`src/rtl/subtractor_512bit_seq_if.sv`:
```
// subtractor_512bit_seq_if: valid/ready operand and result bundle for subtractor_512bit_seq.
// The ovf signal exists only when SUB_OVERFLOW_EN is defined.
interface subtractor_512bit_seq_if #(
  parameter int DATA_W = 512
);
  logic              in_valid;
  logic              in_ready;
  logic [DATA_W-1:0] din_one;
  logic [DATA_W-1:0] din_two;
  logic              bin;
  logic              out_valid;
  logic              out_ready;
  logic [DATA_W-1:0] diff;
  logic              bout;
`ifdef SUB_OVERFLOW_EN
  logic              ovf;
  modport master (output in_valid, din_one, din_two, bin, out_ready,
                  input in_ready, out_valid, diff, bout, ovf);
  modport slave (input in_valid, din_one, din_two, bin, out_ready,
                 output in_ready, out_valid, diff, bout, ovf);
`else
  modport master (output in_valid, din_one, din_two, bin, out_ready,
                  input in_ready, out_valid, diff, bout);
  modport slave (input in_valid, din_one, din_two, bin, out_ready,
                 output in_ready, out_valid, diff, bout);
`endif
endinterface

```
`src/rtl/subtractor_512bit_seq.sv`:
```
// subtractor_512bit_seq: multi-cycle diff = din_one - din_two - bin, one CHUNK_W slice per clock.
// Defining SUB_OVERFLOW_EN adds the registered signed-overflow flag ovf.
module subtractor_512bit_seq #(
  parameter int DATA_W  = 512,
  parameter int CHUNK_W = 64
) (
  input logic                   clk,
  input logic                   rst_n,
  subtractor_512bit_seq_if.slave bus
);
  localparam int NCHUNK = DATA_W / CHUNK_W;
  localparam int CNT_W  = (NCHUNK > 1) ? $clog2(NCHUNK) : 1;
  if (DATA_W % CHUNK_W != 0) begin : g_bad_chunk
    $error("DATA_W must be an integer multiple of CHUNK_W");
  end
  typedef enum logic [1:0] {IDLE, CALC, DONE} state_t;
  state_t            r_state;
  logic [DATA_W-1:0] r_a, r_b, r_diff;
  logic [CNT_W-1:0]  r_cnt;
  logic              r_borrow, r_bout, r_in_ready, r_out_valid;
  logic [CHUNK_W-1:0] w_a_sl, w_b_sl;
  logic [CHUNK_W:0]   w_sub;
  logic               w_last;
  assign w_a_sl = r_a[r_cnt*CHUNK_W +: CHUNK_W];
  assign w_b_sl = r_b[r_cnt*CHUNK_W +: CHUNK_W];
  // the extra top bit of the widened difference is the slice's borrow out
  assign w_sub  = {1'b0, w_a_sl} - {1'b0, w_b_sl} - {{CHUNK_W{1'b0}}, r_borrow};
  assign w_last = (r_cnt == CNT_W'(NCHUNK - 1));
  assign bus.in_ready  = r_in_ready;
  assign bus.out_valid = r_out_valid;
  assign bus.diff      = r_diff;
  assign bus.bout      = r_bout;
`ifdef SUB_OVERFLOW_EN
  logic r_ovf;
  assign bus.ovf = r_ovf;
`endif
  always_ff @(posedge clk or negedge rst_n) begin
    if (!rst_n) begin
      r_state     <= IDLE;
      r_a         <= '0;
      r_b         <= '0;
      r_diff      <= '0;
      r_cnt       <= '0;
      r_borrow    <= 1'b0;
      r_bout      <= 1'b0;
      r_in_ready  <= 1'b1;
      r_out_valid <= 1'b0;
`ifdef SUB_OVERFLOW_EN
      r_ovf       <= 1'b0;
`endif
    end else begin
      case (r_state)
        IDLE: if (bus.in_valid) begin
          r_a        <= bus.din_one;
          r_b        <= bus.din_two;
          r_borrow   <= bus.bin;
          r_cnt      <= '0;
          r_in_ready <= 1'b0;
          r_state    <= CALC;
        end
        CALC: begin
          r_diff[r_cnt*CHUNK_W +: CHUNK_W] <= w_sub[CHUNK_W-1:0];
          r_borrow <= w_sub[CHUNK_W];
          r_cnt    <= w_last ? r_cnt : r_cnt + 1'b1;
          if (w_last) begin
            r_bout      <= w_sub[CHUNK_W];
            r_out_valid <= 1'b1;
            r_state     <= DONE;
`ifdef SUB_OVERFLOW_EN
            // signed overflow: operand signs differ and result sign departs from the minuend's
            r_ovf <= (r_a[DATA_W-1] ^ r_b[DATA_W-1]) & (w_sub[CHUNK_W-1] ^ r_a[DATA_W-1]);
`endif
          end
        end
        DONE: if (bus.out_ready) begin
          r_out_valid <= 1'b0;
          r_in_ready  <= 1'b1;
          r_state     <= IDLE;
        end
        default: r_state <= IDLE;
      endcase
    end
  end
endmodule
```
`src/flat_wrapper.sv`:
```
// flat-port wrapper written by rule: the top's interface ports become plain ports
module subtractor_512bit_seq_flat 
#(
  parameter int DATA_W  = 512,
  parameter int CHUNK_W = 64
)
  (clk, rst_n, bus_in_valid, bus_din_one, bus_din_two, bus_bin, bus_out_ready, bus_in_ready, bus_out_valid, bus_diff, bus_bout);
  subtractor_512bit_seq_if #(.DATA_W(DATA_W)) bus_i ();
  input logic clk;
  input logic rst_n;
  input wire logic [$bits(bus_i.in_valid)-1:0] bus_in_valid;
  input wire logic [$bits(bus_i.din_one)-1:0] bus_din_one;
  input wire logic [$bits(bus_i.din_two)-1:0] bus_din_two;
  input wire logic [$bits(bus_i.bin)-1:0] bus_bin;
  input wire logic [$bits(bus_i.out_ready)-1:0] bus_out_ready;
  output wire logic [$bits(bus_i.in_ready)-1:0] bus_in_ready;
  output wire logic [$bits(bus_i.out_valid)-1:0] bus_out_valid;
  output wire logic [$bits(bus_i.diff)-1:0] bus_diff;
  output wire logic [$bits(bus_i.bout)-1:0] bus_bout;
  assign bus_i.in_valid = bus_in_valid;
  assign bus_i.din_one = bus_din_one;
  assign bus_i.din_two = bus_din_two;
  assign bus_i.bin = bus_bin;
  assign bus_i.out_ready = bus_out_ready;
  assign bus_in_ready = bus_i.in_ready;
  assign bus_out_valid = bus_i.out_valid;
  assign bus_diff = bus_i.diff;
  assign bus_bout = bus_i.bout;
  subtractor_512bit_seq #(.DATA_W(DATA_W), .CHUNK_W(CHUNK_W)) u_core (.clk(clk), .rst_n(rst_n), .bus(bus_i));
endmodule
```
`config.mk`:
```
export PLATFORM = sky130hd
export DESIGN_NAME = subtractor_512bit_seq_flat
export DESIGN_NICKNAME = d
export VERILOG_FILES = /design/src/rtl/subtractor_512bit_seq_if.sv /design/src/rtl/subtractor_512bit_seq.sv /design/src/flat_wrapper.sv
export SDC_FILE = /design/constraint.sdc
export NUM_CORES = 2
export LEC_CHECK = 0
export BUFFER_PORTS_ARGS = -buffer_cell sky130_fd_sc_hd__buf_2
export CELL_PAD_IN_SITES_DETAIL_PLACEMENT = 0
export CELL_PAD_IN_SITES_GLOBAL_PLACEMENT = 2
export CORE_AREA = 2 2 599 601
export CTS_BUF_LIST = sky130_fd_sc_hd__clkbuf_16
export CTS_CLUSTER_SIZE = 30
export DETAILED_ROUTE_END_ITERATION = 8
export DIE_AREA = 0 0 601 603
export GPL_TIMING_DRIVEN = 0
export HOLD_SLACK_MARGIN = 0.05
export PLACE_DENSITY_LB_ADDON = 0.12
export SYNTH_ARGS = -nofsm -noshare
export SYNTH_HDL_FRONTEND = slang
export SYNTH_SLANG_ARGS = --single-unit
export TNS_END_PERCENT = 10
```
`constraint.sdc`:
```
create_clock -name clk -period 5.9 [get_ports clk]
set_input_delay 1.18 -clock clk [delete_from_list [all_inputs] [get_ports clk]]
set_output_delay 1.18 -clock clk [all_outputs]
set_load 0.01 [all_outputs]
```
Word level (Yosys, flattened, before mapping) --
Cells that the tools add are included.
Storage, ports and cells: register bits 1545
Cells by class: $add $sub $neg 4, reductions and logical operators 11, shift operators 4, multiplexer cells 16, equal/unequal tests 7
Operators with widths (number):
- $shiftx 512x10->64 | 2
- $bwmux 512 | 1
- $shift 64x34->512 const A | 1
- $shiftx 64x34->512 | 1
- $sub 64x64->65 | 1
- $sub 65x1->65 | 1
- $neg 9->34 | 1
- $reduce_and 3->1 | 4
- $mux 2 | 3
- $mux 3 | 2
- $ne 2x2->1 const B | 3
- $pmux 1 s2 | 3
- $pmux 2 s3 | 1
- $pmux 3 s2 | 1
- $reduce_and 2->1 | 3
- $reduce_bool 2->1 | 3
- $mux 1 | 5
- $add 3x1->3 const B | 1
- $eq 3x3->1 const B | 1
- $eq 2x1->1 const B | 1
- $eq 2x2->1 const B | 1
- $logic_not 2->1 | 1
- $ne 2x1->1 const B | 1

Logic depth before layout (Yosys ltp) --
word-level depth 5, gate-level depth with buffers 21, depth with buffers taken out 15

Worst setup path before layout --
No wires, ideal clock.
path kind register -> register, start point register u_core.r_cnt[0], end point register u_core.r_diff[290], in the netlist u_core.bus.diff[290], required time 5757 ps, path buffers 4, clock period less this slack 5169 ps, arrival time 5026 ps, stages on the path, launching flop included 19, path slack 731 ps, setup time 143 ps, path through dfrtp_1 > buf_4 > clkbuf_1 > buf_2 > buf_1 > mux4_2 > mux2i_1 > fa_1 > inv_1 > fa_1 > and3b_1 > o41ai_2 > a21oi_2 > a2111oi_2 > nor2_2 > o31ai_4 > a21boi_1 > xor2_1 > o21ai_0
On the way: word-level cells in the longest chain between the ends 5
Ends and longest elaborated chain:
- start: declaration | RTL line subtractor_512bit_seq.sv:19 | logic [CNT_W-1:0] r_cnt;
- start signal: assignment | RTL line subtractor_512bit_seq.sv:64 | r_cnt <= w_last ? r_cnt : r_cnt + 1'b1;
- $shiftx 512x10->64 (on tied branches) | RTL line subtractor_512bit_seq.sv:24, subtractor_512bit_seq.sv:25
- $sub 64x64->65 | RTL line subtractor_512bit_seq.sv:27 | assign w_sub = {1'b0, w_a_sl} - {1'b0, w_b_sl} - {{CHUNK_W{1'b0}}, r_borrow};
- $sub 65x1->65 | RTL line subtractor_512bit_seq.sv:27
- $shiftx 64x34->512 | RTL line subtractor_512bit_seq.sv:62 | r_diff[r_cnt*CHUNK_W +: CHUNK_W] <= w_sub[CHUNK_W-1:0];
- $bwmux 512 (*) | RTL line subtractor_512bit_seq.sv:62
- end signal: indexed assignment | RTL line subtractor_512bit_seq.sv:62
- end: declaration | RTL line subtractor_512bit_seq.sv:18 | logic [DATA_W-1:0] r_a, r_b, r_diff;
Mark *: on every way between the ends. The rest lies on a longest branch, timed or not. A chain may end at the register's enable or synchronous reset.

Worst setup path after layout --
start point register u_core.r_cnt[0], end point register u_core.r_diff[310], in the netlist u_core.bus.diff[310]
The elaborated chain is that of the path after synthesis.

==> results.txt <==
The run finished with clean final reports. The share of synthesized registers carrying an async set or reset came out at 1.00. After the first detailed-routing iteration, the DRC count stood at 2625. After synthesis, the cell types taking the most area are sky130_fd_sc_hd__dfrtp_1, sky130_fd_sc_hd__mux2_2, sky130_fd_sc_hd__mux4_2. The worst register-to-register path begins at u_core.r_cnt[0]. The via density per instance was 4.44; the synthesized area divided by synthesized cell count was 13.3 sq um. Element type at the critical path start: a flip-flop.

Most common cell after layout, fill and taps aside: sky130_fd_sc_hd__buf_2. The logs give 0 for the final-report setup violation count and 11600 for the number of placed cells counting well taps. Traced cell by cell, the critical path runs through buf_12 -> clkbuf_8 -> buf_4 -> mux4_2 -> nand2_1 -> nand2_1 -> ha_1 -> inv_1 -> ha_1 -> a21o_1 -> a21o_1 -> a21oi_1 -> nor2b_1 -> o31ai_1 -> nand3_2 -> or4_1 -> and4_1 -> buf_4 -> mux2_2. The min-delay analysis places its worst path in the category in2async. The final layout contains 8267 nets. Dividing the detail-routed wire length by the instance count gives 34.0 microns.

The clock latency reported for the late side of the worst-skew pair was 0.92 ns. For this block, the routed nets add up to 413 mm of wire. Number of flops mapped to enable cells by yosys: 0. Data on the critical path is required at its endpoint by 6.67 ns. TritonCTS created 203 clock buffers. In the layout the commonest cells are sky130_fd_sc_hd__buf_2, sky130_fd_sc_hd__dfrtp_1, sky130_fd_sc_hd__mux2_2.

The proportion of synthesized area in mux cells came out at 0.263. The routability congestion estimate from global placement is 0.809. The total area inside the core boundary comes to 355000 sq um. The synthesized design contains 1545 register bits.

Category of the worst setup path capture point: a flip-flop. The number of global-route vias before repair was 57300; the data arrival time of the critical path was 6.49 ns. The number of antenna violations at the first check in global routing was 497; the maximum clock skew at final layout was 0.110 ns. For this run, the top clock speed supported by timing is 175 MHz. Summed over all layers, the global routing overflow is 0.

For the global-route wire length before repair, the log shows 544 mm. In this run the remaining antenna-violating nets after routing total 0. Number of clock sinks seen by CTS: 1545.

The tools report the max-capacitance violation count as 0. The most used flip-flop cell after synthesis is sky130_fd_sc_hd__dfrtp_1. During placement, the flow inserted port buffers numbering 1543. The tools report the buffer type at the clock tree root as sky130_fd_sc_hd__clkbuf_16. End of the worst register-to-register path: u_core.bus.diff[310].

The final cycle utilization of the critical path came out at 0.971. The tools report the global-route usage over all layers as 0.223. After synthesis, the largest family of logic cells by area is multiplexers. The largest single stage delay on the critical path is 0.58 ns.

The count of unresolved DRC violations after routing was 0; the max-slew violation total from the final report was 0. The register area share after synthesis was 0.552. Class of the most critical setup path: reg2reg. The post-synthesis adder-cell area fraction is 0.0240, and the slew at the pin closest to its max-slew limit is 1.33 ns. From left edge to right edge, the die measures 601 microns.

The count of non-filler cells in the finished layout came out at 12100. Proportion of netlist area held by the largest area contributor: 0.552. TritonCTS built the clock tree. After clock tree synthesis, the clock-pin slew on the worst setup and hold paths is 0.06 ns. The floorplan step set the die height to 603 microns. The run gives 338 mm as the HPWL after detailed placement. The remaining max-slew budget at the tightest pin was 0.111. The H-tree was split into 4 levels. Before antenna repair, the detailed router went through 7 iterations. The slowest stage of the critical path is the sky130_fd_sc_hd__mux4_2 cell.

The warning count from the yosys run was 0. The cell type with the largest total area after synthesis was sky130_fd_sc_hd__dfrtp_1. Counting every instance in the synthesized netlist gives 5273. The share of the synthesized netlist area taken by xor and xnor gates is 0.00697. Setup repair after global routing could not meet its margin everywhere. The share of synthesized cell area in and, or, nand and nor gates was 0.0526; the reg-to-reg setup timing slack was 0.17 ns.

The number of placement rows was 219. Counting along the longest clock path gives a buffer depth of 4. The synthesized netlist occupies a cell area of 70000 sq um. Counting cells, the worst reg-to-reg path comes to 19.

The hold buffer count at CTS is 0, and the distinct cell type count of the synthesized netlist is 79. 1544 I/O pins were placed. The area growth from synthesis to layout is 33.0%. The maximum number of pins on one net before global-route repair was 155; the fraction of final layout cells sized beyond drive strength 1 was 0.477. The final route contains 53900 vias. The complex-gate fraction of the synthesized area came out at 0.0740. The biggest fanout along the worst timing path was 10. The starting density of the core is 0.197. The run gives 0 as the count of final hold-check violations. The die covers 362000 sq um. After layout, the minimum clock period comes to 5.73 ns. Counting every net in the synthesized netlist gives 6435.
==> sequential cells by signal (all words and copies together), names as in the netlist <==
register,count
u_core.bus.bout,1
u_core.bus.diff,512
u_core.bus.in_ready,1
u_core.bus.out_valid,1
u_core.r_a,512
u_core.r_b,512
u_core.r_borrow,1
u_core.r_cnt,3
u_core.r_state,2
==> synth_stat cells (7+ instances only) <==
| cell type | count |
|---|---|
| sky130_fd_sc_hd__nor3_1 | 18 |
| sky130_fd_sc_hd__a21o_1 | 42 |
| sky130_fd_sc_hd__a21oi_1 | 96 |
| sky130_fd_sc_hd__buf_1 | 35 |
| sky130_fd_sc_hd__nor2b_1 | 7 |
| sky130_fd_sc_hd__inv_1 | 154 |
| sky130_fd_sc_hd__dfrtp_1 | 1544 |
| sky130_fd_sc_hd__xnor2_1 | 28 |
| sky130_fd_sc_hd__o211ai_1 | 14 |
| sky130_fd_sc_hd__nand2_1 | 678 |
| sky130_fd_sc_hd__a31oi_1 | 7 |
| sky130_fd_sc_hd__nor2_1 | 67 |
| sky130_fd_sc_hd__mux2_2 | 1063 |
| sky130_fd_sc_hd__a22o_1 | 88 |
| sky130_fd_sc_hd__o21ai_1 | 9 |
| sky130_fd_sc_hd__mux2i_1 | 69 |
| sky130_fd_sc_hd__and3_1 | 12 |
| sky130_fd_sc_hd__or3_1 | 8 |
| sky130_fd_sc_hd__o21ai_0 | 191 |
| sky130_fd_sc_hd__nor4_1 | 10 |
| sky130_fd_sc_hd__nand2b_1 | 9 |
| sky130_fd_sc_hd__clkbuf_1 | 305 |
| sky130_fd_sc_hd__ha_1 | 131 |
| sky130_fd_sc_hd__o31ai_1 | 222 |
| sky130_fd_sc_hd__mux4_2 | 254 |
| sky130_fd_sc_hd__o21bai_1 | 16 |
| sky130_fd_sc_hd__nand3_1 | 35 |
| sky130_fd_sc_hd__nand4_1 | 26 |
| sky130_fd_sc_hd__xor2_1 | 24 |
| sky130_fd_sc_hd__buf_2 | 12 |
==> layer usage <==
layer  global-route usage  up-vias  routed length [microns]
li1                     -    23000                        -
met4               0.0603      272                    13700
met5                    0        -                     1710
met1                0.242    27700                   153000
met2                0.415     1889                   216000
met3               0.0672     1059                    28200
==> what timing repair did <==
action                                  CTS  global route
pin swaps                                20             2
buffers inserted                         29             2
resized for setup                       296            41
endpoints found under the setup margin  514           182
==> worst max-delay path, delay by kind of cell (launching register included) <==
kind	cells	cell delay [ns]
muxes	2	0.87
adders and majority gates	2	0.67
DFF	1	0.44
and+or+nand+nor	6	1.44
buffers and inverters	5	1.04
AOI/OAI and AO/OA	4	1.05
==> through the flow <==
stage / hold slack (ns) / utilization / setup slack, ns / setup TNS (ns) / instance area (sq um)
floorplan: 0.475 / - / 0.731 / 0 / 70000
global placement: 0.456 / 0.236 / -35.27 / - / 83700
detailed placement: 0.461 / 0.240 / -3.92 / -1342.78 / 85300
CTS: 0.262 / 0.261 / -0.0213 / -0.0411 / 92800
global route: 0.296 / 0.262 / -0.0389 / -0.142 / 93000
finish: 0.287 / 0.262 / 0.174 / 0 / 93200
==> cells by family (layout without fill, tap and decap cells) <==
logic type / after synthesis / after routing
adders and majority gates: 133 / 133
muxes: 1389 / 1389
DFF: 1545 / 1545
and+or+nand+nor: 893 / 893
other: 0 / 119
AOI/OAI and AO/OA: 751 / 751
buffers and inverters: 508 / 2500
xor gates and xnor gates: 54 / 54
==> worst max path at each step <==
stage	startpoint	to	slack (ns)	depth (start not counted)
2_1_floorplan	u_core.r_cnt[0]	u_core.bus.diff[290]	0.73	18
5_1_grt	u_core.r_cnt[0]	u_core.bus.diff[293]	-0.04	20
3_3_place_gp	rst_n	u_core.r_b[325]	-35.27	1
6_report	u_core.r_cnt[0]	u_core.bus.diff[310]	0.17	19
4_1_cts	u_core.r_cnt[0]	u_core.bus.diff[293]	-0.02	20
3_5_place_dp	u_core.r_cnt[0]	u_core.bus.diff[62]	-3.92	18
==> final cells by class <==
cell class | instances | area, sq um
multi-input cells | 3220 | 30400
clock buffers | 206 | 5150
repair buffers | 1634 | 9280
diodes | 119 | 298
flip-flops and latches | 1545 | 38700
fillers | 37900 | 262000
inverters | 154 | 578
plain buffers | 347 | 1710
well taps | 4751 | 5940
clock inverters | 159 | 1100
Power is not shown: default switching activity piles up to over one toggle a cycle in this logic, so the estimate is an artifact.
